### config.mk
export PLATFORM = sky130hd
export DESIGN_NAME = sram_rr_arbiter
export DESIGN_NICKNAME = d
export VERILOG_FILES = /design/src/rtl/sram_rr_arbiter.sv
export SDC_FILE = /design/constraint.sdc
export NUM_CORES = 1
export LEC_CHECK = 0
export ABC_AREA = 1
export ABC_CLOCK_PERIOD_IN_PS = 1300
export CORE_AREA = 2 2 107 109
export DETAILED_ROUTE_END_ITERATION = 16
export DIE_AREA = 0 0 109 111
export DONT_BUFFER_PORTS = 1
export GPL_ROUTABILITY_DRIVEN = 0
export PLACE_DENSITY_LB_ADDON = 0.05
export SYNTH_ARGS = -nofsm -noshare
export SYNTH_HDL_FRONTEND = slang
export SYNTH_SLANG_ARGS = --single-unit
### constraint.sdc
create_clock -name clk -period 1.3 [get_ports clk]
set_input_delay 0.26 -clock clk [delete_from_list [all_inputs] [get_ports clk]]
set_output_delay 0.26 -clock clk [all_outputs]
set_load 0.005 [all_outputs]
### src/rtl/sram_rr_arbiter.sv
// rtl/sram_rr_arbiter.sv - round-robin arbiter merging N sram-style master channels onto one slave port
module sram_rr_arbiter #(
  parameter int N_CH   = 2,
  parameter int ADDR_W = 32,
  parameter int DATA_W = 32
) (
  input  logic                       clk,
  input  logic                       rst,
  input  logic [N_CH-1:0]            ch_en,
  input  logic [N_CH*DATA_W/8-1:0]   ch_we,
  input  logic [N_CH*ADDR_W-1:0]     ch_addr,
  input  logic [N_CH*DATA_W-1:0]     ch_data_w,
  output logic [DATA_W-1:0]          ch_data_r,
  output logic [N_CH-1:0]            ch_stall,
  output logic                       mem_en,
  output logic [DATA_W/8-1:0]        mem_we,
  output logic [ADDR_W-1:0]          mem_addr,
  output logic [DATA_W-1:0]          mem_data_w,
  input  logic [DATA_W-1:0]          mem_data_r,
  input  logic                       mem_stall,
  output logic [N_CH-1:0]            grant_oh
);

  localparam int BE_W  = DATA_W / 8;
  localparam int IDX_W = (N_CH > 1) ? $clog2(N_CH) : 1;

  typedef enum logic {
    IDLE = 1'b0,
    BUSY = 1'b1
  } state_t;

  state_t             state;
  logic [IDX_W-1:0]   owner;
  logic [IDX_W-1:0]   rr_ptr;
  logic [IDX_W-1:0]   pick;
  logic [IDX_W-1:0]   cur;
  logic               any_req;
  logic               active;

  // Modulo increment: the last channel wraps to 0 even when N_CH is not a power of two.
  function automatic logic [IDX_W-1:0] next_idx(input logic [IDX_W-1:0] i);
    if (int'(i) == N_CH - 1) begin
      return '0;
    end
    return i + 1'b1;
  endfunction

  // Round-robin search starting at rr_ptr; scanning backwards lets the closest requester win.
  always_comb begin
    int s;
    s       = 0;
    pick    = rr_ptr;
    any_req = 1'b0;
    for (int k = N_CH - 1; k >= 0; k--) begin
      s = int'(rr_ptr) + k;
      if (s >= N_CH) begin
        s = s - N_CH;
      end
      if (ch_en[s]) begin
        pick    = IDX_W'(s);
        any_req = 1'b1;
      end
    end
  end

  // Slave-side mux: a locked owner in BUSY, the fresh pick in IDLE; nothing is issued during reset.
  always_comb begin
    cur        = (state == BUSY) ? owner : pick;
    active     = !rst && ((state == BUSY) ? ch_en[owner] : any_req);
    mem_en     = active;
    mem_we     = active ? ch_we[cur*BE_W +: BE_W] : '0;
    mem_addr   = ch_addr[cur*ADDR_W +: ADDR_W];
    mem_data_w = ch_data_w[cur*DATA_W +: DATA_W];
    grant_oh   = '0;
    if (active) begin
      grant_oh[cur] = 1'b1;
    end
    ch_stall   = ch_en & ~(grant_oh & {N_CH{~mem_stall}});
    ch_data_r  = mem_data_r;
  end

  // Arbitration FSM: a stalled grant locks the owner until it completes or drops its request.
  always_ff @(posedge clk) begin
    if (rst) begin
      state  <= IDLE;
      owner  <= '0;
      rr_ptr <= '0;
    end else begin
      case (state)
        IDLE: begin
          if (any_req) begin
            if (!mem_stall) begin
              rr_ptr <= next_idx(pick);
            end else begin
              owner <= pick;
              state <= BUSY;
            end
          end
        end
        BUSY: begin
          if (!ch_en[owner]) begin
            state <= IDLE;
          end else if (!mem_stall) begin
            rr_ptr <= next_idx(owner);
            state  <= IDLE;
          end
        end
        default: state <= IDLE;
      endcase
    end
  end

endmodule
==> metrics.txt <==
status=finished with violations; failing checks=negative setup slack; count of final hold-check violations=0; Die ar.=12100 um^2; Max H-tree Level=1; clock sink total=3; Max stage delay on crit path=0.35 ns; Ports=278; CP Class=flop to output pin; Seq/Total Area, Yosys=4.45%; Detail Route Antenna Nets=0; port bufs=0; Startpoint Class=flop; cell family with most CP delay=buffers and inverters; Cell Rows=39; TritonCTS clock tree=yes; initial antenna violation count=0; max-slew violations=0; share of post-route cells with drive strength above 1=51.1%; CP max FO=8; maxcap violations=0; Required @ worst endpoint=1.04 ns; drt first pass iters=4; CTS buffer count=3; GR Overflow Total=0; Synth cell types=13; Die X=109 um; drt initial violations=35; number of remaining DRC errors=0; filler instances=1274; Synth area leaders=nand2_1, buf_4, buf_6; CTS root buf=clkbuf_16; Synth Register Bits=3; Yosys Warn Count=0; slowest cell on the critical path=dfxtp_4; vias in the first global route=1553; synthesized area=1350 um^2; DR vias=1715; CP dominant cell by count=nand2_1; Final Total Pwr=0.00177 W; final WL=6.22 mm; fmax=635 MHz; n_diodes=0; Static Leak=1.16 nW; DP HPWL=3.91 mm; GRT Resource Usage Total=8.53%; first-pass GRT wire length=7.96 mm; crit path buf inv count=3; total placed cells including tap cells=403; dominant cell type by area after synthesis=nand2_1; worst clock skew=0.00269 ns; Synth top area share=60.1%; P&R area growth vs syn=62.1%; drt wl/cell=14.6 um; RSZ-0062 raised after global routing=yes; commonest non-fill, non-tap cell in the layout=nand2_1; largest net degree at the start of global routing=19; cts hold-fix bufs=0; Net count, final=458; maximum vdd drop=0.000595 V; Cell Pwr Density=807 nW/um^2; Critical Path AT=1.31 ns; clk slew on worst S/H paths=0.03 ns; worst setup margin=-0.274 ns; Cell Count, Final, Fillers Out=427; cells along the critical path=inv_2 > nand3_2 > nand2_4 > buf_12 > clkbuf_16 > nand2_1 > nand2_1; Syn Nets=465; Die Y=111 um; core area=11100 um^2; max_slew headroom=82.6%; Worst-Margin Slew=0.259 ns; Reg area=66.3 um^2; syn avg cell area=4.62 um^2; setup_tns=-16.90 ns; Final period util=121%; Bufs on Longest Clock Path=2; setup violators final=73; final worst path period need=1.57 ns; fin util=19.8%; vias per inst=4.02; Initial Utilization=12.2%; min-delay worst type=primary input to flop; Multi-input gate area=1300 um^2; most frequent cells in the layout=nand2_1, nand2_2, nand2_4, buf_6, buf_12; Post-Synthesis Cells=292; worst skew pair latency=0.23 ns; CP endpoint kind=output pin
[final timing paths]
kind | startpoint | to | slack, ns | cells past startpoint
hold reg to reg | rr_ptr$_SDFFE_PP0P_ | rr_ptr$_SDFFE_PP0P_ | 0.48 | 2
hold / removal | rst | rr_ptr$_SDFFE_PP0P_ | 0.23 | 3
setup reg to reg | owner$_SDFFE_PP0P_ | rr_ptr$_SDFFE_PP0P_ | 0.24 | 7
setup / recovery | state$_SDFF_PP0_ | mem_data_w[5] | -0.27 | 7
[power by group]
group          internal, W  switching, W
Combinational     0.000534      0.000626
Sequential        0.000100    0.00000723
Clock             0.000406     0.0000937
Total              0.00104      0.000727
[repair_timing]
item | 4_1_cts | 5_1_grt
setup endpoints to repair | 73 | 73
buffers inserted | 12 | 3
pin swaps | 13 | 34
gates cloned | 7 | 5
gates resized for setup | 49 | 106
[sequential cells by signal, indices dropped and copies added (netlist names)]
register	cells
owner	1
state	1
rr_ptr	1
[metrics by stage]
step / hold slack [ns] / area, um^2 / setup slack [ns]
finish: 0.231 / 2190 / -0.274
floorplan: 0.423 / 1350 / 0.0486
global placement: 0.473 / 1350 / -0.191
CTS: 0.235 / 1880 / -0.282
global route: 0.251 / 2190 / -0.317
detailed placement: 0.461 / 1350 / -0.141
[Yosys cell counts]
cell type  instances
o21ai_0            1
nand2_1          216
nor2_2             1
inv_1              8
buf_4             32
nor2_1             4
inv_2              1
nand2_2            1
nand3_1           10
buf_2              7
a21oi_2            1
buf_6              7
dfxtp_1            3
[cell type report]
| cell class | count | area share (%) |
|---|---|---|
| inverters | 9 | 1.54 |
| well taps | 143 | 8.18 |
| clock buffers | 4 | 3.60 |
| flip-flops and latches | 3 | 3.03 |
| repair buffers | 34 | 24.4 |
| multi-input cells | 234 | 59.2 |
[per-layer routing]
metal	track usage, %	vias up	part of all wire, %
met4	2.56	0	1.3
met3	0.823	12	7.2
met1	8.93	771	36
met2	17.2	112	56
met5	0	-	0
li1	-	820	-
[cells by family after synthesis]
group / count (synthesis) / share of synthesized area (%)
compound gates: 2 / 1.02
buf+inv: 55 / 28.7
simple gates: 232 / 65.8
flops: 3 / 4.45
[worst min-delay path, cell delays in order]
cell     delay (ns)
a21oi_4        0.02
nand3_2        0.08
nand2_1        0.05
Note: power is estimated with default switching activity, not from simulation.
